## src/rtl/id_ex_hazard_ctrl_pkg.sv

```systemverilog
// Shared types and constants for the ID/EX write-side hazard controller.
package id_ex_hazard_ctrl_pkg;

   typedef enum logic {
      StRun   = 1'b0,
      StStall = 1'b1
   } state_e;

   localparam int unsigned WB_W        = 2;
   localparam int unsigned M_W         = 2;
   localparam int unsigned EX_W        = 4;
   localparam int unsigned MEMREAD_BIT = 1;
   localparam logic [4:0]  REG_ZERO    = 5'd0;

endpackage

```

## src/rtl/id_ex_hazard_ctrl_hazard_compare.sv

```systemverilog
// Combinational load-use hazard detection between the ID instruction and a load in ID/EX.
module id_ex_hazard_ctrl_hazard_compare
   import id_ex_hazard_ctrl_pkg::*;
(
   input  logic       idex_mem_read_i,
   input  logic [4:0] idex_rt_i,
   input  logic [4:0] ifid_rs_i,
   input  logic [4:0] ifid_rt_i,
   input  logic       id_uses_rt_i,
   output logic       hz_o
);

   logic rs_match;
   logic rt_match;

   assign rs_match = (idex_rt_i == ifid_rs_i);
   assign rt_match = id_uses_rt_i & (idex_rt_i == ifid_rt_i);

   // A load into $0 produces nothing to wait for.
   assign hz_o = idex_mem_read_i & (idex_rt_i != REG_ZERO) & (rs_match | rt_match);

endmodule

```

## src/rtl/id_ex_hazard_ctrl.sv

```systemverilog
// ID/EX write-side controller: load-use stalls, bubble injection and branch flushes.
// Optional perf counters (stall_count_o, flush_count_o) under HAZARD_PERF_CNT_EN.
module id_ex_hazard_ctrl
   import id_ex_hazard_ctrl_pkg::*;
#(
   parameter int unsigned STALL_CYCLES = 1,
   parameter int unsigned CNT_W        = 4
) (
   input  logic            clk_i,
   input  logic            rst_i,
   input  logic [4:0]      ifid_rs_i,
   input  logic [4:0]      ifid_rt_i,
   input  logic            id_uses_rt_i,
   input  logic            idex_mem_read_i,
   input  logic [4:0]      idex_rt_i,
   input  logic            branch_taken_i,
   input  logic [WB_W-1:0] wb_ctrl_i,
   input  logic [M_W-1:0]  m_ctrl_i,
   input  logic [EX_W-1:0] ex_ctrl_i,
   output logic [WB_W-1:0] wb_ctrl_o,
   output logic [M_W-1:0]  m_ctrl_o,
   output logic [EX_W-1:0] ex_ctrl_o,
   output logic            pc_write_o,
   output logic            ifid_write_o,
   output logic            ifid_flush_o,
   output logic            exmem_flush_o,
`ifdef HAZARD_PERF_CNT_EN
   output logic [31:0]     stall_count_o,
   output logic [31:0]     flush_count_o,
`endif
   output logic            stall_active_o
);

   localparam bit             MultiStall = (STALL_CYCLES > 1);
   localparam logic [CNT_W-1:0] CntInit  = MultiStall ? CNT_W'(STALL_CYCLES - 2) : '0;

   state_e           state_q;
   logic [CNT_W-1:0] cnt_q;
   logic             stall_active_q;
   logic             hz;
   logic             in_stall;

   id_ex_hazard_ctrl_hazard_compare u_hazard_compare (
      .idex_mem_read_i (idex_mem_read_i),
      .idex_rt_i       (idex_rt_i),
      .ifid_rs_i       (ifid_rs_i),
      .ifid_rt_i       (ifid_rt_i),
      .id_uses_rt_i    (id_uses_rt_i),
      .hz_o            (hz)
   );

   assign in_stall = (state_q == StStall);

   always_ff @(posedge clk_i or posedge rst_i) begin
      if (rst_i) begin
         state_q        <= StRun;
         cnt_q          <= '0;
         stall_active_q <= 1'b0;
      end else if (branch_taken_i) begin
         state_q        <= StRun;
         cnt_q          <= '0;
         stall_active_q <= 1'b0;
      end else begin
         unique case (state_q)
            StRun: begin
               if (hz && MultiStall) begin
                  state_q        <= StStall;
                  cnt_q          <= CntInit;
                  stall_active_q <= 1'b1;
               end
            end
            StStall: begin
               if (cnt_q == '0) begin
                  state_q        <= StRun;
                  stall_active_q <= 1'b0;
               end else begin
                  cnt_q <= cnt_q - 1'b1;
               end
            end
            default: begin
               state_q        <= StRun;
               cnt_q          <= '0;
               stall_active_q <= 1'b0;
            end
         endcase
      end
   end

   assign stall_active_o = stall_active_q;

   // Priority: reset, then branch flush, then stall/hazard bubble, then pass-through.
   always_comb begin
      wb_ctrl_o     = '0;
      m_ctrl_o      = '0;
      ex_ctrl_o     = '0;
      pc_write_o    = 1'b0;
      ifid_write_o  = 1'b0;
      ifid_flush_o  = 1'b0;
      exmem_flush_o = 1'b0;
      if (rst_i) begin
         ifid_flush_o  = 1'b1;
         exmem_flush_o = 1'b1;
      end else if (branch_taken_i) begin
         pc_write_o    = 1'b1;
         ifid_write_o  = 1'b1;
         ifid_flush_o  = 1'b1;
         exmem_flush_o = 1'b1;
      end else if (!(in_stall || hz)) begin
         pc_write_o   = 1'b1;
         ifid_write_o = 1'b1;
         wb_ctrl_o    = wb_ctrl_i;
         m_ctrl_o     = m_ctrl_i;
         ex_ctrl_o    = ex_ctrl_i;
      end
   end

`ifdef HAZARD_PERF_CNT_EN
   logic [31:0] stall_count_q;
   logic [31:0] flush_count_q;
   logic        stall_inc;

   assign stall_inc = ~branch_taken_i & (in_stall | hz);

   always_ff @(posedge clk_i or posedge rst_i) begin
      if (rst_i) begin
         stall_count_q <= '0;
         flush_count_q <= '0;
      end else begin
         if (stall_inc && (stall_count_q != '1)) begin
            stall_count_q <= stall_count_q + 32'd1;
         end
         if (branch_taken_i && (flush_count_q != '1)) begin
            flush_count_q <= flush_count_q + 32'd1;
         end
      end
   end

   assign stall_count_o = stall_count_q;
   assign flush_count_o = flush_count_q;
`endif

endmodule
```

## config.mk

```make
export PLATFORM = sky130hd
export DESIGN_NAME = id_ex_hazard_ctrl
export DESIGN_NICKNAME = d
export VERILOG_FILES = /design/src/rtl/id_ex_hazard_ctrl_pkg.sv /design/src/rtl/id_ex_hazard_ctrl_hazard_compare.sv /design/src/rtl/id_ex_hazard_ctrl.sv
export SDC_FILE = /design/constraint.sdc
export NUM_CORES = 1
export LEC_CHECK = 0
export CORE_ASPECT_RATIO = 0.8
export CORE_UTILIZATION = 30
export DETAILED_ROUTE_END_ITERATION = 8
export PLACE_DENSITY = 0.78
export SYNTH_ARGS = -nofsm -noshare
export SYNTH_HDL_FRONTEND = slang
export SYNTH_SLANG_ARGS = --single-unit
```

## constraint.sdc

```tcl
create_clock -name clk_i -period 3.55 [get_ports clk_i]
set_clock_uncertainty 0.1 [all_clocks]
set_input_delay 0.355 -clock clk_i [delete_from_list [all_inputs] [get_ports clk_i]]
set_output_delay 0.355 -clock clk_i [all_outputs]
set_load 0.02 [all_outputs]
```

==> results.tsv <==
metric	value	unit
ant_nets	0	
gr-usage-met1	15.1	%
post_drt_wl_per_cell	11.1	µm
clock_latency	250	ps
synth_top_area_share	22.5	%
ys_types	23	
rsz0062_at_grt	no	
synth_cells	71	
drt-initial-drc-count	7	
finalCritPeriodShare	83.9	%
post-cts-setup-buffer-count	0	
startpoint	idex_rt_i[3]	
antenna_found_initial	0	
busiest_layer	met2	
dp_slack	567	ps
p_leak	0.363	nW
max_stage_delay	630	ps
start_util	33.2	%
use_met2	29.3	%
max_slew_margin	65.5	%
dr.pass1.iters	3	
cts_resized	0	
setup_tns	0	ps
cts_tree	done	
rows	13	
io_pins	41	
ir_worst_vdd	0.157	mV
gp_congestion	0.705	
period_needed	2980	ps
hold_viol	0	
worstPathArrival	2520	ps
cts_buffer_depth	2	
cts_hold_buffers	0	
dieArea	0.00203	mm²
via_per_inst	4.70	
core_area	0.00168	mm²
tightest_slew	516	ps
drv_cap	0	
dpl.hpwl	1.24	mm
crit_cells	5	
ys_seq_elements	5	
cts_made_buffers	3	
cp_slowest_cell	clkdlybuf4s50_1	
yosysWarnings	0	
rrSetupSlack	2070	ps
h-tree-depth	1	
end_kind	output port	
synth_area_leader_cell	dfrtp_1	
insertedDiodeCount	0	
drt_wl_total	1.45	mm
die_w	50.1	µm
drc	0	
path_max_fanout	9	
clk_pin_slew_worst_paths	50	ps
reg2reg_depth	5	
grt_pass1_wl	2.26	mm
cts.sinks	5	
endpoint	pc_write_o	
crit_buf_inv	2	
grt_pass1_vias	559	
timing.rr.start	cnt_q[0]	
syn-num-nets	101	
fillCellCount	165	
fin_util	57.3	%
worst_path_most_repeated_cell	clkdlybuf4s50_1	
area.growth.synth_to_final	72.7	%
grtUsageMet3	8.33	%
setup_viol	0	
die_h	40.5	µm
cp_top_family	buffers and inverters	
grt.total_usage	15.9	%
synth_seq_area_share	22.5	%
grt_max_degree	13	
synthTopCellsByArea	dfrtp_1 23%, xnor2_1 19%, nand3_1 8.1%	
cp-start-kind	input port	
powerDensity	218	mW/mm²
hold_path_class	input port to asynchronous set/reset pin	
max_freq	0.336	GHz
worstPathCellList	clkdlybuf4s50_1, or4_1, o21a_1, a31oi_4, clkdlybuf4s50_1	
drive_above_1_share	7.41	%
portBuffers	39	
overflow	0	
setup_ws	572	ps
critPathKind	input port to output port	
nets	139	
report.final.slew_viol_count	0	
required	3090	ps
r2r_end	cnt_q[1]	
status	finished clean	
final_cells	130	
syn_area	556	µm²
syn_area_per_cell	7.82	µm²
placed_cells	126	
vias	611	
cts_root_buf	clkbuf_4	
-- synth_stat cells --
cell type  instances
nor2_1             5
buf_4              3
clkbuf_1           2
nand4_1            1
inv_1              7
nand3b_1           1
o22ai_2            1
nand3_1            9
conb_1             1
ha_1               2
a21oi_2            2
a31oi_4            1
xnor2_1           12
buf_6              1
dfrtp_1            5
and2_1             1
o21ai_0            2
a21oi_1            8
o21a_1             1
nand2_1            2
a211oi_1           2
or4_1              1
or3_1              1
-- kinds of logic after synthesis --
family / Yosys count / share of synthesized area (%)
adder cells (fa/ha/maj): 2 / 4.50
other: 1 / 0.675
flip-flops: 5 / 22.5
XOR/XNOR: 12 / 18.9
AO/OA/AOI/OAI: 17 / 22.3
buffers and inverters: 13 / 12.2
AND/OR/NAND/NOR: 21 / 18.9
-- layer usage --
layer / share of wire, % / up-vias
met5: 0 / -
met2: 47 / 32
met4: 1.7 / 0
met3: 13 / 4
met1: 38 / 266
li1: - / 309
-- layout make-up --
class	count	area, µm²	area share, %
repair buffers	39	390	40.7
inverters	7	26.3	2.74
well taps	22	27.5	2.87
flip-flops and latches	5	125	13.0
clock inverters	1	5.00	0.522
clock buffers	3	22.5	2.35
multi-input cells	53	363	37.8
-- cells in the final DEF, fill, tap and decap left out, types with 2 or more instances in the layout --
cell             count
a211oi_1             2
a21oi_1              8
a21oi_2              2
clkbuf_4             3
clkdlybuf4s50_1     39
dfrtp_1              5
ha_1                 2
inv_1                7
nand2_1              2
nand3_1              9
nor2_1               5
o21ai_0              2
xnor2_1             12
-- through the flow --
step	power [mW]	area [µm²]	hold WS [ps]
global route	0.223	960	287
detailed placement	0.143	932	449
finish	0.210	960	262
floorplan	0.0977	556	39.3
CTS	0.215	960	263
global placement	0.141	932	430
-- sequential cells by signal (all words and copies together), names as in the netlist --
register and count:
in_stall 1, cnt_q 4
-- power by group --
| group | leakage, nW | switching (mW) | internal (mW) |
|---|---|---|---|
| sequential | 0.0699 | 0.0000000000000000832 | 0.0571 |
| combinational | 0.275 | 0.0347 | 0.0492 |
| clock | 0.0177 | 0.0277 | 0.0410 |
| total | 0.363 | 0.0623 | 0.147 |
-- worst min-delay path by stage --
stage                         from       end  slack, ps  depth (start not counted)
after floorplan              rst_i  cnt_q[0]         40                          1
after global placement    cnt_q[3]  cnt_q[3]        430                          2
after detailed placement  cnt_q[3]  cnt_q[3]        450                          2
after CTS                    rst_i  cnt_q[0]        260                          2
after global routing         rst_i  cnt_q[0]        290                          2
final                        rst_i  cnt_q[0]        260                          2
(Power assumes the default switching activity.)
